--- src/rtl/run_code_sequencer_pkg.sv ---
// run_code_sequencer_pkg: shared widths, state encoding and J table for the run-code sequencer
package run_code_sequencer_pkg;
  localparam int RUNCOUNT_LENGTH = 16;
  localparam int RUNINDEX_LENGTH = 5;
  localparam int J_LENGTH = 4;
  localparam int CODE_LEN_W = 5;
  typedef enum logic [1:0] {S_IDLE, S_SEGMENT, S_TAIL, S_DONE} state_t;
  // Entry n sits at bits [4n+3:4n]
  localparam logic [32*J_LENGTH-1:0] J_TABLE = {
    4'd15, 4'd14, 4'd13, 4'd12, 4'd11, 4'd10, 4'd9, 4'd8,
    4'd7, 4'd7, 4'd6, 4'd6, 4'd5, 4'd5, 4'd4, 4'd4,
    4'd3, 4'd3, 4'd3, 4'd3, 4'd2, 4'd2, 4'd2, 4'd2,
    4'd1, 4'd1, 4'd1, 4'd1, 4'd0, 4'd0, 4'd0, 4'd0
  };
endpackage

--- src/rtl/run_code_sequencer_j_table_lookup.sv ---
// j_table_lookup: combinational RUNindex -> J and 2^J
module j_table_lookup
  import run_code_sequencer_pkg::*;
(
  input  logic [RUNINDEX_LENGTH-1:0] i_idx,
  output logic [J_LENGTH-1:0]        o_j,
  output logic [2**J_LENGTH-1:0]     o_pow
);
  assign o_j = J_TABLE[{i_idx, 2'b00} +: J_LENGTH];
  assign o_pow = {{(2**J_LENGTH-1){1'b0}}, 1'b1} << o_j;
endmodule

--- src/rtl/run_code_sequencer.sv ---
// run_code_sequencer: codes one run as segment bits and an optional tail codeword over a valid/ready link
// JLS_RUN_STATS_EN adds a saturating code_count output of accepted codewords.
module run_code_sequencer
  import run_code_sequencer_pkg::*;
#(
  parameter int runcount_length = RUNCOUNT_LENGTH,
  parameter int runindex_length = RUNINDEX_LENGTH,
  parameter int J_length = J_LENGTH
) (
  input  logic                       clk,
  input  logic                       reset,
  input  logic                       start,
  input  logic [runcount_length-1:0] run_length,
  input  logic                       end_of_line,
  input  logic                       line_start,
  input  logic                       code_ready,
  output logic                       code_valid,
  output logic [runcount_length:0]   code_value,
  output logic [CODE_LEN_W-1:0]      code_len,
  output logic [runindex_length-1:0] run_index,
  output logic                       busy,
  output logic                       done
`ifdef JLS_RUN_STATS_EN
  ,
  output logic [15:0]                code_count
`endif
);
  state_t r_state;
  logic [runcount_length-1:0] r_remaining;
  logic r_eol;
  logic [runindex_length-1:0] r_run_index;
  logic [J_length-1:0] w_j;
  logic [2**J_length-1:0] w_pow;
  logic [runcount_length:0] w_pow_ext, w_rem_ext;
  logic w_fits, w_fire;
  j_table_lookup u_j (.i_idx(r_run_index), .o_j(w_j), .o_pow(w_pow));
  assign w_pow_ext = (runcount_length+1)'(w_pow);
  assign w_rem_ext = {1'b0, r_remaining};
  assign w_fits = w_rem_ext >= w_pow_ext;
  // Outputs decode registered state only, so code_valid never sees code_ready
  always_comb begin
    code_valid = r_state == S_TAIL || (r_state == S_SEGMENT && (w_fits || (r_eol && r_remaining != '0)));
    code_value = r_state == S_TAIL ? (w_rem_ext & (w_pow_ext - (runcount_length+1)'(1)))
                                   : (runcount_length+1)'(code_valid);
    code_len = r_state == S_TAIL ? CODE_LEN_W'(w_j) + CODE_LEN_W'(1) : CODE_LEN_W'(code_valid);
  end
  assign w_fire = code_valid && code_ready;
  assign busy = r_state != S_IDLE;
  assign done = r_state == S_DONE;
  assign run_index = r_run_index;
  always_ff @(posedge clk) begin
    if (reset) begin
      r_state <= S_IDLE;
      r_remaining <= '0;
      r_eol <= 1'b0;
      r_run_index <= '0;
    end else begin
      case (r_state)
        S_IDLE: begin
          if (line_start) r_run_index <= '0;
          if (start) begin
            r_remaining <= run_length;
            r_eol <= end_of_line;
            r_state <= S_SEGMENT;
          end
        end
        S_SEGMENT: begin
          if (w_fits) begin
            if (w_fire) begin
              r_remaining <= r_remaining - w_pow_ext[runcount_length-1:0];
              if (r_run_index != '1) r_run_index <= r_run_index + runindex_length'(1);
            end
          end else if (!r_eol) r_state <= S_TAIL;
          else if (r_remaining == '0 || w_fire) r_state <= S_DONE;
        end
        S_TAIL: begin
          if (w_fire) begin
            if (r_run_index != '0) r_run_index <= r_run_index - runindex_length'(1);
            r_state <= S_DONE;
          end
        end
        default: r_state <= S_IDLE;
      endcase
    end
  end
`ifdef JLS_RUN_STATS_EN
  always_ff @(posedge clk) begin
    if (reset || (r_state == S_IDLE && line_start)) code_count <= '0;
    else if (w_fire && code_count != 16'hFFFF) code_count <= code_count + 16'd1;
  end
`endif
endmodule

--- config.mk ---
export PLATFORM = sky130hd
export DESIGN_NAME = run_code_sequencer
export DESIGN_NICKNAME = d
export VERILOG_FILES = /design/src/rtl/run_code_sequencer_pkg.sv /design/src/rtl/run_code_sequencer_j_table_lookup.sv /design/src/rtl/run_code_sequencer.sv
export SDC_FILE = /design/constraint.sdc
export NUM_CORES = 1
export LEC_CHECK = 0
export ABC_AREA = 1
export CAP_MARGIN = 10
export CORE_ASPECT_RATIO = 0.75
export CORE_UTILIZATION = 30
export DETAILED_ROUTE_END_ITERATION = 8
export SLEW_MARGIN = 20
export SYNTH_ARGS = -nofsm -noshare
export SYNTH_HDL_FRONTEND = slang
export SYNTH_SLANG_ARGS = --single-unit
--- constraint.sdc ---
create_clock -name clk -period 3.2 [get_ports clk]
set_input_delay 0.64 -clock clk [delete_from_list [all_inputs] [get_ports clk]]
set_output_delay 0.64 -clock clk [all_outputs]
set_load 0.01 [all_outputs]
Word-level counts from Yosys, hierarchy flattened
Index checks and enable logic that the tools add are counted.
{"block": "classes", "add_sub_neg": 5, "n_lt_le_gt_ge": 1, "eq_ne": 13, "shift": 2, "mux": 19, "n_bitwise": 1, "n_reduce_logical": 17}
{"operator": "variable part select 128 x 8 -> 4 bit, first input constant", "n": 1}
{"operator": "two-way mux 16 bit", "n": 3}
{"operator": "two-way mux 5 bit", "n": 7}
{"operator": "one-hot mux 16 bit (2 select lines)", "n": 1}
{"operator": "AND 16 x 17 -> 17 bit", "n": 1}
{"operator": "two-way mux 17 bit", "n": 1}
{"operator": "subtractor 16 x 1 -> 17 bit, second input constant", "n": 1}
{"operator": ">= comparator 16 bit", "n": 1}
{"operator": "logical NOT 16 bit", "n": 1}
{"operator": "nonzero test 16 bit", "n": 1}
{"operator": "<< shifter 1 x 4 -> 16 bit, first input constant", "n": 1}
{"operator": "subtractor 16 bit", "n": 1}
{"operator": "one-hot mux 5 bit (3 select lines)", "n": 1}
{"operator": "!= test 2 bit, second input constant", "n": 6}
{"operator": "two-way mux 2 bit", "n": 5}
{"operator": "AND reduction 4 bit", "n": 2}
{"operator": "AND reduction 7 bit", "n": 1}
{"operator": "one-hot mux 2 bit (3 select lines)", "n": 1}
{"operator": "adder 4 x 1 -> 5 bit, second input constant", "n": 1}
{"operator": "adder 5 x 1 -> 5 bit, second input constant", "n": 1}
{"operator": "!= test 5 bit, second input constant", "n": 1}
{"operator": "nonzero test 5 bit", "n": 1}
{"operator": "subtractor 5 x 1 -> 5 bit, second input constant", "n": 1}
{"operator": "equality test 2 bit, second input constant", "n": 2}
{"operator": "9 further kinds", "n": 15}
{"block": "word_totals", "register_bits": 24, "inputBits": 22, "output_inout_bits": 30, "elab_cells": 62}

Depth between registers and ports, before layout
Gate-level depths: netlist of the first run.
{"block": "depth", "word_depth": 12, "depth_mapped": 29, "depth_no_buf": 27}

By module
Synthesis of the first run repeated with hierarchy kept, for this count alone.
{"block": "unflattened", "hier_cells": 547, "area_unflattened_um2": 3125.5}
{"mod": "run_code_sequencer", "instances": 1, "cells_per_inst": 500, "area_each_um2": 2891.5, "seq_area_each_um2": 480.5}
{"mod": "j_table_lookup", "instances": 1, "cells_per_inst": 47, "area_each_um2": 234.0, "seq_area_each_um2": 0.0}

Worst setup path after synthesis of the first run
No wires, ideal clock.
{"block": "synth_timing", "path_kind": "register to output", "from": "register r_run_index[4] (netlist: run_index[4])", "to": "output port code_len[0]", "t_arrival_ns": 2.893, "required_ns": 2.560, "path_slack_ns": -0.333, "stages_incl_launch_ff": 24, "path_buffers": 1, "path_cell_list": "dfxtp_1 buf_4 inv_4 nor2_2 inv_1 nor2_1 nor3_1 inv_1 ha_1 ha_1 inv_1 nor2_1 inv_1 ha_1 nand2_1 inv_2 nand2_1 nor3_1 nand2_1 nand2_1 nand2_1 nand2_2 inv_1 a21oi_1"}
{"block": "synth_between", "elab_chain_cells": 7, "word_cells_on_any_way": 8, "classes_between": "1 x add/sub; 1 x order compare; 2 x shift; 1 x mux; 3 x reduce/logical"}
{"item": "start: declaration", "line_no": "run_code_sequencer.sv:31", "source": "logic [runindex_length-1:0] r_run_index;"}
{"item": "start signal: assignment", "line_no": "run_code_sequencer.sv:71", "source": "if (r_run_index != '1) r_run_index <= r_run_index + runindex_length'(1);"}
{"item": "start signal: assignment", "line_no": "run_code_sequencer.sv:78", "source": "if (r_run_index != '0) r_run_index <= r_run_index - runindex_length'(1);"}
{"item": "variable part select 128 x 8 -> 4 bit", "line_no": "run_code_sequencer_j_table_lookup.sv:9", "source": "assign o_j = J_TABLE[{i_idx, 2'b00} +: J_LENGTH];"}
{"item": "<< shifter 1 x 4 -> 16 bit", "line_no": "run_code_sequencer_j_table_lookup.sv:10", "source": "assign o_pow = {{(2**J_LENGTH-1){1'b0}}, 1'b1} << o_j;"}
{"item": ">= comparator 16 bit", "line_no": "run_code_sequencer.sv:39", "source": "assign w_fits = w_rem_ext >= w_pow_ext;"}
{"item": "logical OR 1 bit", "line_no": "run_code_sequencer.sv:42", "source": "code_valid = r_state == S_TAIL || (r_state == S_SEGMENT && (w_fits || (r_eol && r_remaining != '0)));"}
{"item": "logical AND 1 bit", "line_no": "run_code_sequencer.sv:42"}
{"item": "logical OR 1 bit", "line_no": "run_code_sequencer.sv:42"}
{"item": "via code_valid", "line_no": "run_code_sequencer.sv:17", "source": "output logic code_valid,"}
{"item": "two-way mux 5 bit", "line_no": "run_code_sequencer.sv:45", "source": "code_len = r_state == S_TAIL ? CODE_LEN_W'(w_j) + CODE_LEN_W'(1) : CODE_LEN_W'(code_valid);"}
{"item": "end: declaration", "line_no": "run_code_sequencer.sv:19", "source": "output logic [CODE_LEN_W-1:0] code_len,"}
The timed path passes the listed nets, and every way through them passes these cells.

Final worst setup path of the first run
{"block": "layout_timing", "from": "register r_run_index[4] (netlist: run_index[4])", "to": "output port code_valid"}
{"block": "layout_between", "elab_chain_cells": 6}
{"item": "variable part select 128 x 8 -> 4 bit", "line_no": "run_code_sequencer_j_table_lookup.sv:9"}
{"item": "<< shifter 1 x 4 -> 16 bit", "line_no": "run_code_sequencer_j_table_lookup.sv:10"}
{"item": ">= comparator 16 bit", "line_no": "run_code_sequencer.sv:39"}
{"item": "logical OR 1 bit", "line_no": "run_code_sequencer.sv:42"}
{"item": "logical AND 1 bit", "line_no": "run_code_sequencer.sv:42"}
{"item": "logical OR 1 bit", "line_no": "run_code_sequencer.sv:42"}
{"item": "end: declaration", "line_no": "run_code_sequencer.sv:17"}
No other way between the ends.

==> summary.md, run 1 <==
| Metric | Value |
|---|---|
| Global-route wire length before repair | `19.8 mm` |
| Startpoint types | `flop` |
| RR Startpoint | `run_index[4]$_SDFFE_PP0P_` |
| Sequential share of the synthesized area | `15.3%` |
| Gp weighted congestion | `0.900` |
| Power Density | `1040 nW/um2` |
| Failing checks | `negative setup slack` |
| Peak VDD IR | `0.000464 V` |
| CTS Buf Count | `3` |
| Layout cell share with drive strength beyond 1 | `38.1%` |
| Part of the cycle the worst path needs | `114%` |
| Die Y | `90.5 um` |
| CTS Sinks | `24` |
| Cell Rows | `31` |
| Die area | `10900 um2` |
| Total gr overflow | `0` |
| Drt wl/cell | `14.9 um` |
| WS Path Type | `flop to output port` |
| Clk pin slew, worst setup/hold paths | `0.07 ns` |
| Reg area | `488 um2` |
| Hpwl dp | `9.48 mm` |
| Synth Instances | `547` |
| Final setup margin | `-0.439 ns` |
| Syn-to-layout area delta | `71.6%` |
| Post-Syn Area per Cell | `5.73 um2` |
| Status | `finished with violations` |
| Drc violations | `0` |
| Pre-CTS setup slack | `-0.670 ns` |
| DRT Pass-1 Iters | `6` |
| Initial antenna violation count | `0` |
| Post-synth net total | `602` |
| IO buf count | `50` |
| Critical Path RT | `2.56 ns` |
| Die Wd | `120 um` |
| Yosys warnings | `0` |
| Hold_ws | `0.468 ns` |
| Via count | `4212` |
| Max H-tree Level | `1` |
| Initial core utilization | `31.7%` |
| Top Ports | `52` |
| Fin Clk Skew | `0.0112 ns` |
| Worst Tran Pin Value | `0.899 ns` |
| Post-DRT Antenna Nets | `0` |
| Fin crit period | `3.64 ns` |
| Worst Hold Class | `flop to flop` |
| Skew-Pair Late Insertion Delay | `0.27 ns` |
| Final WL | `12.7 mm` |
| NumNets Final | `782` |
| Total GRT Usage | `23.0%` |
| CP Launch Point | `run_index[4]$_SDFFE_PP0P_` |
| Hold-fix buffers at CTS | `0` |
| CP arrival | `3.00 ns` |
| Routed vias/inst | `4.91` |
| Core Area | `9890 um2` |
| Starting DRT DRC Count | `271` |
| Pins Over Slew Limit | `0` |
| Most common cell after layout, fill and taps aside | `nand2_1` |
| Final Hold Vio Count | `0` |
| Critical-path maximum fanout | `6` |
| Fillers | `916` |
| Final setup fails | `29` |
| CTS tree | `yes` |
| ANT cells | `0` |
| Fmax achieved | `275 MHz` |
| CP endpoint kind | `output port` |
| Hold path startpoint | `r_eol$_SDFFE_PP0P_` |
| Max-cap violations | `0` |
| Clock buffer depth | `2` |
| Multi-input gate area | `2810 um2` |
| Post-synthesis register bit count | `24` |
| Total power | `0.00559 W` |
| RSZ-0062 raised after global routing | `true` |
| Largest net degree at the start of global routing | `24` |
| Vias in the first global route | `3967` |
| P_leak | `2.69 nW` |
| Root buffer cell | `clkbuf_16` |
| Area of the mapped netlist | `3140 um2` |
| Post-synthesis cell type count | `39` |
| Most frequent cells in the layout | `133 x nand2_1, 131 x buf_4, 66 x nor2_1` |
| Rel. slew slack | `40.0%` |
## registers in the layout, indices dropped and copies added, names as in the netlist
register,cells
r_state,2
r_remaining,16
r_eol,1
run_index,5
## metrics by stage
| stage | area, um2 | setup TNS (ns) | std cells | util, % |
|---|---|---|---|---|
| after floorplan | 3240 | -0.0471 | 547 | - |
| after global placement | 4570 | -4.62 | 814 | 46.2 |
| after detailed placement | 4570 | -7.51 | 814 | 46.2 |
| after CTS | 5100 | -2.95 | 849 | 51.5 |
| after global routing | 5380 | -8.16 | 857 | 54.4 |
| final | 5380 | -3.51 | 857 | 54.4 |
## cells in the mapped netlist
cell | instances | area share (%)
nand2_1 | 154 | 18
nor2_1 | 87 | 10
inv_1 | 68 | 8.1
a21oi_1 | 33 | 5.3
ha_1 | 31 | 12
nand3_1 | 29 | 4.6
o21ai_0 | 27 | 4.3
dfxtp_1 | 24 | 15
nand4_1 | 11 | 2.2
nand3b_1 | 10 | 2.4
nor3_1 | 8 | 1.3
nand2_2 | 7 | 1.4
a211oi_1 | 5 | 1.2
inv_2 | 5 | 0.60
xor2_1 | 5 | 1.4
a31oi_1 | 4 | 0.80
buf_2 | 4 | 0.64
clkbuf_1 | 4 | 0.48
buf_6 | 3 | 1.1
nor2_2 | 3 | 0.60
a21oi_2 | 2 | 0.56
buf_4 | 2 | 0.48
fa_1 | 2 | 1.3
o211ai_1 | 2 | 0.48
or2_2 | 2 | 0.40
xnor2_1 | 2 | 0.56
a2111oi_0 | 1 | 0.28
buf_1 | 1 | 0.12
clkbuf_2 | 1 | 0.16
conb_1 | 1 | 0.12
inv_4 | 1 | 0.20
nand2_4 | 1 | 0.36
nand3_2 | 1 | 0.32
nor3_2 | 1 | 0.32
nor4_1 | 1 | 0.20
o21a_1 | 1 | 0.24
o21ai_4 | 1 | 0.52
o221ai_1 | 1 | 0.28
o22ai_1 | 1 | 0.20
## worst paths after layout
check	to	depth (start not counted)	slack (ns)
max	code_valid	21	-0.44
min	r_eol$_SDFFE_PP0P_	2	0.47
max reg2reg	r_remaining[8]$_SDFFE_PP0P_	29	-0.21
min reg2reg	r_eol$_SDFFE_PP0P_	2	0.47
## routing by layer
metal / share of wire (%) / vias to the layer above / GRT usage [%]
li1: - / 2124 / -
met1: 51 / 1942 / 34.8
met2: 40 / 124 / 32.9
met3: 7.4 / 22 / 5.43
met4: 1.6 / 0 / 3.44
met5: 0 / - / 0
## where the power goes
group | leakage, nW | internal [W] | switching [W]
combinational | 2.46 | 0.00221 | 0.00253
sequential | 0.200 | 0.000409 | 0.000146
clock | 0.0370 | 0.000166 | 0.000123
## critical path: stages (launching register included)
cell and delay, ns:
dfxtp_4 0.41, clkinv_4 0.07, nor2_4 0.09, inv_2 0.06, nor2_4 0.10, nor3_4 0.06
inv_2 0.11, ha_4 0.16, ha_4 0.14, inv_4 0.05, nor2_4 0.14, inv_2 0.07
ha_4 0.23, buf_6 0.12, a21oi_4 0.15, nand2_1 0.08, a21oi_2 0.16, nand2_2 0.08
nand2_4 0.08, nand2_4 0.08, buf_4 0.17, buf_6 0.11
## layout make-up
type                    instances  area share (%)
multi-input cells             434            52.2
inverters                      74            5.44
repair buffers                190            28.8
clock buffers                   3            1.40
well taps                     132            3.07
flip-flops and latches         24            9.07
## logic make-up after synthesis
group	count (synthesis)	share of synthesized area [%]
buffers and inverters	89	11.9
XOR/XNOR	7	1.96
flip-flops	24	15.3
other	1	0.120
adder cells (fa/ha/maj)	33	13.6
AO/OA/AOI/OAI	78	14.1
AND/OR/NAND/NOR	315	42.9
## timing repair
item                       in CTS  in global routing
setup buffers                  32                 13
resized for setup              93                 78
setup endpoints to repair      35                 37
pin swaps                      17                 21
Note: power is estimated with default switching activity, not from simulation.
==> run 2: changes to the inputs <==
- ABC_AREA: 1 -> default
- CORE_UTILIZATION: 30 -> 45
- PLACE_DENSITY: default -> 0.72
==> run 2 against run 1 <==
Against the previous run: the run still ends with negative setup slack left; first-iteration DRC count rose by 95%; via count rose by 6.6%; wire length rose by 23%; clock skew rose by 0.0020 ns; combinational power fell by 12%; count of clock-buffer cells in the layout rose by 1; largest power group unchanged.
==> summary.md, run 2 <==
| Metric | Value |
|---|---|
| Cell type with the largest total area after synthesis | `dfxtp_1 (was nand2_1)` |
| Worst Hold Class | `flop to flop (unchanged)` |
| Sequential share of the synthesized area | `15.1% (was 15.3%)` |
| Failing checks | `negative setup slack (unchanged)` |
| Power Density | `905 nW/um2 (was 1040 nW/um2)` |
| Synth Flop Type | `dfxtp_1 (unchanged)` |
| P_leak | `2.37 nW (was 2.69 nW)` |
| DRT Pass-1 Iters | `5 (was 6)` |
| Via count | `4492 (was 4212)` |
| Post-synthesis register bit count | `24 (unchanged)` |
| Max-cap violations | `0 (unchanged)` |
| Critical-path maximum fanout | `5 (was 6)` |
| Synth Instances | `418 (was 547)` |
| Yosys warnings | `0 (unchanged)` |
| Part of the cycle the worst path needs | `121% (was 114%)` |
| Critical Path RT | `2.56 ns (about the same)` |
| Layout cell share with drive strength beyond 1 | `46.8% (was 38.1%)` |
| Die Y | `74.8 um (was 90.5 um)` |
| Multi-input gate area | `3160 um2 (was 2810 um2)` |
| Cells after DPL | `630 (was 814)` |
| Crit path top cell by count | `buf_4` |
| Max incr delay on CP | `0.46 ns (was 0.41 ns)` |
| Hpwl dp | `8.72 mm (was 9.48 mm)` |
| NumNets Final | `643 (was 782)` |
| Non-filler cells, final | `671 (was 857)` |
| Synth async-reset ratio | `0% (unchanged)` |
| Vias in the first global route | `3978 (was 3967)` |
| CP endpoint kind | `output port (unchanged)` |
| Fmax achieved | `259 MHz (was 275 MHz)` |
| Final WL | `15.6 mm (was 12.7 mm)` |
| Area of the mapped netlist | `3180 um2 (was 3140 um2)` |
| Top cell type's share of synthesized area | `15.1% (was 18.4%)` |
| CP arrival | `3.22 ns (was 3.00 ns)` |
| CP cell instances | `buf_4, buf_6, o22ai_4, inv_2, buf_6, ha_4, buf_12, nand2b_4, buf_4, a31oi_1, a2111oi_4, buf_4, buf_4, xnor2_1, and3_1, buf_2 (was clkinv_4, nor2_4, inv_2, nor2_4, nor3_4, inv_2, ha_4, ha_4, inv_4, nor2_4, inv_2, ha_4, buf_6, a21oi_4, nand2_1, a21oi_2, nand2_2, nand2_4, nand2_4, buf_4, buf_6)` |
| Count leader, synth | `nand2_1 (unchanged)` |
| Starting DRT DRC Count | `529 (was 271)` |
| Fillers | `405 (was 916)` |
| Final setup margin | `-0.657 ns (was -0.439 ns)` |
| Worst Tran Pin Value | `0.678 ns (was 0.899 ns)` |
| Largest net degree at the start of global routing | `24 (unchanged)` |
| CTS tree | `yes (unchanged)` |
| Routed vias/inst | `6.69 (was 4.91)` |
| Reg area | `489 um2 (was 488 um2)` |
| Root buffer cell | `clkbuf_8 (was clkbuf_16)` |
| Biggest register | `r_remaining (unchanged)` |
| Final setup fails | `33 (was 29)` |
| Top Ports | `52 (unchanged)` |
| Largest cells by area after synthesis | `dfxtp_1 15%, ha_1 12%, a21oi_1 5.3%, nand2_1 5.0%, o21ai_0 4.1% (was nand2_1 18%, dfxtp_1 15%, ha_1 12%, nor2_1 10%, inv_1 8.1%)` |
| Post-synth EDFFs | `0 (unchanged)` |
| Initial antenna violation count | `0 (unchanged)` |
| Total gr overflow | `0 (unchanged)` |
| Global-route wire length before repair | `21.0 mm (was 19.8 mm)` |
| Die area | `7410 um2 (was 10900 um2)` |
| Drt wl/cell | `23.3 um (was 14.9 um)` |
| Worst path slowest cell | `a2111oi_4 (was dfxtp_4)` |
| Peak VDD IR | `0.000819 V (was 0.000464 V)` |
| Status | `finished with violations (unchanged)` |
| Initial core utilization | `46.6% (was 31.7%)` |
| Cell Rows | `26 (was 31)` |
| Max reg flops | `16 (unchanged)` |
| Startpoint types | `flop (unchanged)` |
| Clock buffer depth | `2 (unchanged)` |
| ANT cells | `0 (unchanged)` |
| Die Wd | `99.1 um (was 120 um)` |
| Gp weighted congestion | `0.992 (was 0.900)` |
| Post-synth net total | `473 (was 602)` |
| Final Hold Vio Count | `0 (unchanged)` |
| Core Area | `6830 um2 (was 9890 um2)` |
| Post-Syn Area per Cell | `7.61 um2 (was 5.73 um2)` |
| WS Path Type | `flop to output port (unchanged)` |
| Critical path buffers and inverters | `9 (was 8)` |
| Most common cell after layout, fill and taps aside | `buf_4 (was nand2_1)` |
| Skew-Pair Late Insertion Delay | `0.29 ns (was 0.27 ns)` |
| Crit-path leading delay family | `buffers and inverters (unchanged)` |
| Syn-to-layout area delta | `72.6% (was 71.6%)` |
| Pins Over Slew Limit | `0 (unchanged)` |
| RSZ-0062 raised after global routing | `true (unchanged)` |
| Layout Utilization | `80.4% (was 54.4%)` |
| Clk pin slew, worst setup/hold paths | `0.11 ns (was 0.07 ns)` |
| Post-DRT Antenna Nets | `0 (unchanged)` |
| List of most frequent post-synthesis cells | `42 x nand2_1, 34 x a21oi_1, 31 x ha_1, 26 x o21ai_0, 24 x dfxtp_1 (was 154 x nand2_1, 87 x nor2_1, 68 x inv_1, 33 x a21oi_1, 31 x ha_1)` |
| CTS Buf Count | `3 (unchanged)` |
| Fin Clk Skew | `0.0131 ns (was 0.0112 ns)` |
| IO buf count | `50 (unchanged)` |
| Post-synthesis cell type count | `72 (was 39)` |
| Max H-tree Level | `1 (unchanged)` |
| Fin crit period | `3.86 ns (was 3.64 ns)` |
| CTS Sinks | `24 (unchanged)` |
| Most frequent cells in the layout | `122 x buf_4, 35 x clkdlybuf4s50_1, 33 x nand2_1 (was 133 x nand2_1, 131 x buf_4, 66 x nor2_1)` |
| Drc violations | `0 (unchanged)` |
| Rel. slew slack | `54.7% (was 40.0%)` |
| Total GRT Usage | `37.3% (was 23.0%)` |
## run 2: power breakdown
group	internal (W)	leakage, nW	switching, W
Sequential	0.000397	0.200	0.000167
Clock	0.0000900	0.0228	0.000127
Combinational	0.00198	2.15	0.00221
## run 2: path summary, 6_finish.rpt
| kind | startpoint | endpoint | slack (ns) | cells past startpoint |
|---|---|---|---|---|
| setup / recovery | run_index[3]$_SDFFE_PP0P_ | code_value[13] | -0.66 | 16 |
| hold reg to reg | r_state[1]$_SDFFE_PP0P_ | r_state[1]$_SDFFE_PP0P_ | 0.56 | 2 |
| setup reg to reg | run_index[3]$_SDFFE_PP0P_ | r_state[0]$_SDFFE_PP0P_ | -0.40 | 19 |
| hold / removal | r_state[1]$_SDFFE_PP0P_ | r_state[1]$_SDFFE_PP0P_ | 0.56 | 2 |
## run 2: worst min-delay path, stage by stage, from the launching register on
cell and delay, ns:
dfxtp_1 0.37, o21ai_0 0.09, a21oi_1 0.06
## run 2: layer usage
layer	part of all wire [%]	global-route usage [%]	vias up	routed length (um)
li1	-	-	1904	-
met1	38	49.4	2077	6000
met2	44	63.4	390	6940
met3	11	6.22	121	1750
met4	6.1	11.6	0	948
met5	0	0	-	0
## run 2: repair_timing
action / 4_1_cts / 5_1_grt
hold buffers: 0 / 0
setup buffers: 25 / 14
pin swaps: 24 / 44
resized for setup: 125 / 83
cloned: 2 / 0
endpoints found under the setup margin: 31 / 39
## run 2: cell type report
| class | instances | share of cell area [%] |
|---|---|---|
| timing repair buffer | 190 | 29.4 |
| tap | 84 | 1.91 |
| clock buffer | 4 | 0.820 |
| inverter | 21 | 1.44 |
| multi-input combinational | 348 | 57.6 |
| sequential | 24 | 8.91 |
## run 2: cell families after synthesis
logic type               after synthesis  synth area share [%]
AO/OA/AOI/OAI                        139                  31.3
XOR/XNOR                              18                  4.95
buffers and inverters                 47                  8.18
adder cells (fa/ha/maj)               33                  13.4
multiplexers                          10                  3.19
other                                  1                 0.118
flip-flops                            24                  15.1
AND/OR/NAND/NOR                      146                  23.7
## run 2: per-stage QoR
stage	setup TNS, ns	total power [W]	hold slack [ns]	worst slack [ns]	instance area [um2]
after floorplan	-2.07	0.00239	0.473	-0.313	3250
after global placement	-5.18	0.00347	0.527	-0.712	4420
after detailed placement	-7.64	0.00354	0.532	-0.744	4420
after CTS	-2.59	0.00429	0.557	-0.474	5060
after global routing	-9.82	0.00519	0.589	-0.687	5490
final	-8.28	0.00497	0.564	-0.657	5490
